`src/rtl/dstep_pkg.sv`:
```
// Shared types and helpers for the decade-counter step scheduler.
// States, decade size and position-to-onehot decode.
package dstep_pkg;

  typedef enum logic [1:0] {
    IDLE,
    STEP,
    CHECK,
    DONE
  } state_t;

  localparam int DECADE = 10;
  localparam int PW     = 4;

  function automatic logic [DECADE-1:0] pos_onehot_of(
    input logic [PW-1:0] p
  );
    logic [DECADE-1:0] v;
    v = '0;
    for (int i = 0; i < DECADE; i++)
      if (p == PW'(i)) v[i] = 1'b1;
    return v;
  endfunction

endpackage

```
`src/rtl/decade_pos_tracker.sv`:
```
// Shadow copy of the external decade counter position and
// comparison against the counter's Q0-Q9 and carry outputs.
module decade_pos_tracker
  import dstep_pkg::*;
(
  input  logic              clk,
  input  logic              reset,
  input  logic              clear,
  input  logic              advance,
  input  logic [DECADE-1:0] pos_onehot,
  input  logic              carry_in,
  output logic [PW-1:0]     shadow,
  output logic              match
);

  always_ff @(posedge clk or posedge reset) begin
    if (reset)
      shadow <= '0;
    else if (clear)
      shadow <= '0;
    else if (advance)
      shadow <= (shadow == PW'(DECADE-1)) ? '0 : shadow + PW'(1);
  end

  // Counter carry-out is high for the lower half of the decade.
  assign match = (pos_onehot == pos_onehot_of(shadow))
              && (carry_in == (shadow < PW'(5)));

endmodule

```
`src/rtl/decade_step_sched.sv`:
```
// Arbitrates step requests and drives a decade counter one position per step.
// Define STEP_SCHED_RR_EN for round-robin arbitration (default: fixed priority).
module decade_step_sched
  import dstep_pkg::*;
#(
  parameter int NREQ = 2,
  parameter int SW   = 4
)(
  input  logic              clk,
  input  logic              reset,
  input  logic [NREQ-1:0]   req,
  input  logic [NREQ*SW-1:0] req_steps,
  input  logic              home,
  output logic [NREQ-1:0]   gnt,
  output logic [NREQ-1:0]   done,
  output logic              busy,
  output logic              err,
  output logic              cnt_en_n,
  output logic              cnt_rst,
  input  logic [DECADE-1:0] pos_onehot,
  input  logic              carry_in
);

  localparam int IW = (NREQ > 1) ? $clog2(NREQ) : 1;

  state_t        state;
  logic [IW-1:0] win;
  logic [IW-1:0] pick;
  logic          found;
  logic [SW-1:0] rem;
  logic [SW-1:0] pick_steps;
  logic [PW-1:0] shadow;
  logic          match;
  logic          idle;

`ifdef STEP_SCHED_RR_EN
  logic [IW-1:0] last;
`endif

  assign idle = (state == IDLE);
  assign busy = !idle;

  // Descending scan so the first candidate in search order wins.
  always_comb begin
    found = 1'b0;
    pick  = '0;
`ifdef STEP_SCHED_RR_EN
    for (int k = NREQ; k >= 1; k--) begin
      if (req[(int'(last) + k) % NREQ]) begin
        found = 1'b1;
        pick  = IW'((int'(last) + k) % NREQ);
      end
    end
`else
    for (int k = NREQ - 1; k >= 0; k--) begin
      if (req[k]) begin
        found = 1'b1;
        pick  = IW'(k);
      end
    end
`endif
  end

  assign pick_steps = req_steps[int'(pick)*SW +: SW];

  decade_pos_tracker u_trk (
    .clk        (clk),
    .reset      (reset),
    .clear      (idle && home),
    .advance    (state == STEP),
    .pos_onehot (pos_onehot),
    .carry_in   (carry_in),
    .shadow     (shadow),
    .match      (match)
  );

  always_ff @(posedge clk or posedge reset) begin
    if (reset) begin
      state    <= IDLE;
      win      <= '0;
      rem      <= '0;
      gnt      <= '0;
      done     <= '0;
      err      <= 1'b0;
      cnt_en_n <= 1'b1;
      cnt_rst  <= 1'b0;
`ifdef STEP_SCHED_RR_EN
      last     <= IW'(NREQ - 1);
`endif
    end else begin
      gnt      <= '0;
      done     <= '0;
      cnt_en_n <= 1'b1;
      cnt_rst  <= 1'b0;
      unique case (state)
        IDLE: begin
          if (home) begin
            cnt_rst <= 1'b1;
            err     <= 1'b0;
          end else if (found) begin
            gnt <= NREQ'(1) << pick;
            win <= pick;
            rem <= pick_steps;
`ifdef STEP_SCHED_RR_EN
            last <= pick;
`endif
            if (pick_steps != '0) begin
              state    <= STEP;
              cnt_en_n <= 1'b0;
            end else begin
              state <= DONE;
            end
          end
        end
        STEP: begin
          rem   <= rem - SW'(1);
          state <= CHECK;
        end
        CHECK: begin
          if (!match) begin
            err   <= 1'b1;
            state <= IDLE;
          end else if (rem != '0) begin
            state    <= STEP;
            cnt_en_n <= 1'b0;
          end else begin
            state <= DONE;
          end
        end
        DONE: begin
          done  <= NREQ'(1) << win;
          state <= IDLE;
        end
        default: state <= IDLE;
      endcase
    end
  end

  logic unused;
  assign unused = ^shadow;

endmodule

```
`config.mk`:
```
export PLATFORM = sky130hd
export DESIGN_NAME = decade_step_sched
export DESIGN_NICKNAME = d
export VERILOG_FILES = /design/src/rtl/dstep_pkg.sv /design/src/rtl/decade_pos_tracker.sv /design/src/rtl/decade_step_sched.sv
export SDC_FILE = /design/constraint.sdc
export NUM_CORES = 1
export LEC_CHECK = 0
export BUFFER_PORTS_ARGS = -buffer_cell sky130_fd_sc_hd__buf_4
export CORE_AREA = 2 2 74 76
export CTS_CLUSTER_SIZE = 8
export DETAILED_ROUTE_END_ITERATION = 10
export DIE_AREA = 0 0 76 78
export GPL_ROUTABILITY_DRIVEN = 0
export SYNTH_ARGS = -nofsm -noshare
export SYNTH_HDL_FRONTEND = slang
export SYNTH_SLANG_ARGS = --single-unit
```
`constraint.sdc`:
```
create_clock -name clk -period 3.5 [get_ports clk]
set_clock_uncertainty 0.05 [all_clocks]
set_input_delay 0.175 -clock clk [delete_from_list [all_inputs] [get_ports clk]]
set_output_delay 0.175 -clock clk [all_outputs]
set_load 0.03 [all_outputs]
```
==> flow_metrics.py <==
metrics = {
    "detailed_routing": {
        "vias": 1162,
        "vias_per_cell": 4.743,
        "dr.pass1.iters": 6,
        "postRouteAntennaNets": 0,
        "wl_per_cell_um": 11.25,
        "finalWirelength_um": 2757,
        "post-route-drc-count": 0,
        "drt-initial-drc-count": 55,
    },
    "clock_network": {
        "postCtsHoldBufs": 0,
        "clockRootBuffer": "clkbuf_8",
        "cts_tree": "done",
        "clk_latency_ns": 0.25,
        "cts_buffer_depth": 2,
        "clk_pin_slew_ns": 0.07,
        "post_cts_buffers": 0,
        "cts.sink_count": 18,
        "htree_levels": 1,
        "cts_buffers": 3,
        "ctsResizeCount": 0,
    },
    "floorplan": {
        "dieHeight_um": 78,
        "die_area_um2": 5928,
        "rows": 26,
        "fp.coreArea_um2": 5042,
        "io_pins": 32,
        "die_w_um": 76,
        "start_util_pct": 24.91,
    },
    "setup_path": {
        "startpoint": "u_trk.shadow[2]",
        "path_class": "reg -> reg",
        "cp.required_ns": 3.62,
        "reg2reg_from": "u_trk.shadow[2]",
        "r2r_end": "state[1]",
        "crit_end": "state[1]",
        "crit_fanout": 19,
        "cp-end-kind": "flop",
        "r2r_cells": 6,
        "startpoint_type": "flop",
        "r2r_setup_slack_ns": 1.43,
        "arrival_ns": 2.19,
    },
    "final_layout": {
        "final_common_cell": "buf_4",
        "final_cell_mix": "buf_4 (31), nor2_1 (18), dfrtp_1 (17)",
        "layout-drive-gt1-share_pct": 24.00,
        "area_delta_synth_final_pct": 25.60,
        "diodes": 0,
        "fillers": 556,
        "final_net_count": 202,
    },
    "synthesis": {
        "ys_seq_area_share_pct": 35.96,
        "synth_adder_area_share_pct": 1.992,
        "yosysUniqueCellTypes": 48,
        "synthCells": 147,
        "yosysWarnings": 0,
        "synth_top_family_by_area": "simple AND/OR/NAND/NOR gates",
        "synth-compound-area-share_pct": 21.71,
        "syn-cell-area_um2": 1256,
        "syn_avg_cell_area_um2": 8.546,
        "synth_flop_cell": "dfrtp_1",
        "async_reset_ff_share_pct": 100.0,
        "synth_seq_cells": 18,
        "synthMuxAreaShare_pct": 3.187,
        "synthXorXnorAreaFrac_pct": 0,
        "postSynthNetCount": 173,
        "yosys.area_share.simple_pct": 30.18,
        "synth_edf_count": 0,
    },
    "sta": {
        "worst_hold_slack_ns": -0.02455,
        "rsz0062_at_grt": "false",
        "max_slew_margin_pct": 54.35,
        "drv_slew": 0,
        "final.min_clock_period_ns": 2.068,
        "setup_viol": 0,
        "fin_crit_sh_pct": 59.09,
        "max_freq_ghz": 0.4835,
        "fin_tns_setup_ns": 0,
        "worst_pin_slew_ns": 0.6840,
        "hold_viol": 17,
    },
    "global_routing": {
        "antenna_found_initial": 0,
        "grt_start_max_net_pins": 20,
        "grt_pass1_wl_um": 4712,
        "grt.total_usage_pct": 9.353,
        "overflow": 0,
        "grt_pass1_vias": 1112,
    },
    "pwr": {
        "peakVddDrop_mv": 0.1931,
        "total_power_uw": 747.1,
        "power_density_nw_per_um2": 473.5,
        "leakagePower_uw": 0.0007041,
    },
    "flow_run": {
        "cap_violations": 0,
    },
    "outcome": {
        "outcome": "finished, violations left",
        "violations": "hold timing",
    },
    "min_path": {
        "hp-class": "in -> async",
    },
    "placed_design": {
        "numPortBuffers": 31,
        "dp_hpwl_um": 2085,
    },
}
-- worst max-delay path: stages (launching register included) --
cell and delay, ns:
dfrtp_1 0.70, and2_2 0.25, nor3_1 0.05, o32ai_2 0.20, o2111ai_1 0.17, or3_1 0.42
o22ai_1 0.16
-- sequential cells by signal, indices dropped and copies added, names as in the netlist --
register      flops
cnt_en_n          1
cnt_rst           1
done              2
err               1
gnt               2
rem               4
state             2
u_trk.shadow      4
win               1
-- metrics by stage --
step / instances / utilization [%] / instance area [um^2] / setup slack [ns]
2_1_floorplan: 147 / - / 1256 / 1.785
3_3_place_gp: 241 / 30.20 / 1523 / 1.489
3_5_place_dp: 241 / 30.20 / 1523 / 1.440
4_1_cts: 245 / 31.29 / 1578 / 1.417
5_1_grt: 245 / 31.29 / 1578 / 1.288
6_report: 245 / 31.29 / 1578 / 1.432
-- cell usage after synthesis, types with 2 or more instances --
cell type	n	area share (%)
nand4b_1	2	1.4
o21bai_1	2	1.2
o22ai_1	5	2.5
a21oi_1	6	2.4
dfrtp_1	17	34
inv_1	9	2.7
a22o_1	2	1.4
nand2b_1	3	1.5
buf_6	3	2.7
o21ai_1	3	1.2
nor2_1	18	5.4
nor3_1	13	5.2
nand3b_1	3	1.8
o21ai_0	7	2.8
o21a_1	2	1.2
nor3b_1	2	1.2
nand3_1	2	0.80
ha_1	2	2.0
a221oi_1	3	2.1
clkbuf_1	2	0.60
a21o_1	2	1.2
mux2i_1	4	3.2
nor2b_1	3	1.5
nand2_1	8	2.4
-- logic make-up after synthesis --
group                    Yosys count
AND/OR/NAND/NOR                   67
adder cells (fa/ha/maj)            2
multiplexers                       4
buffers and inverters             16
flip-flops                        18
AO/OA/AOI/OAI                     40
-- layout make-up --
type                       instances  area, um^2  share of cell area [%]
inverter                           9       33.78                   2.141
clock buffer                       4       55.05                   3.489
timing repair buffer              31       232.7                   14.75
multi-input combinational        113       716.9                   45.44
tap                               70       87.58                   5.551
sequential                        18       451.7                   28.63
-- per-layer routing --
layer	GRT usage (%)	part of all wire [%]
met1	11.50	46
met2	16.25	51
met3	1.395	2.9
met4	4.182	0.91
met5	0	0
-- worst min-delay path by stage --
stage | endpoint | startpoint | cells after the start
global route | cnt_rst | reset | 2
finish | done[1] | reset | 2
floorplan | cnt_rst | reset | 1
global placement | cnt_rst | reset | 2
detailed placement | done[1] | reset | 2
CTS | done[1] | reset | 2
-- power by group --
part,switching (uW),internal [uW],total (uW)
clock,69.7,99.9,170
sequential,70.0,251,321
combinational,132,125,257
total,272,475,747
Power figures use the tool's default switching activity.
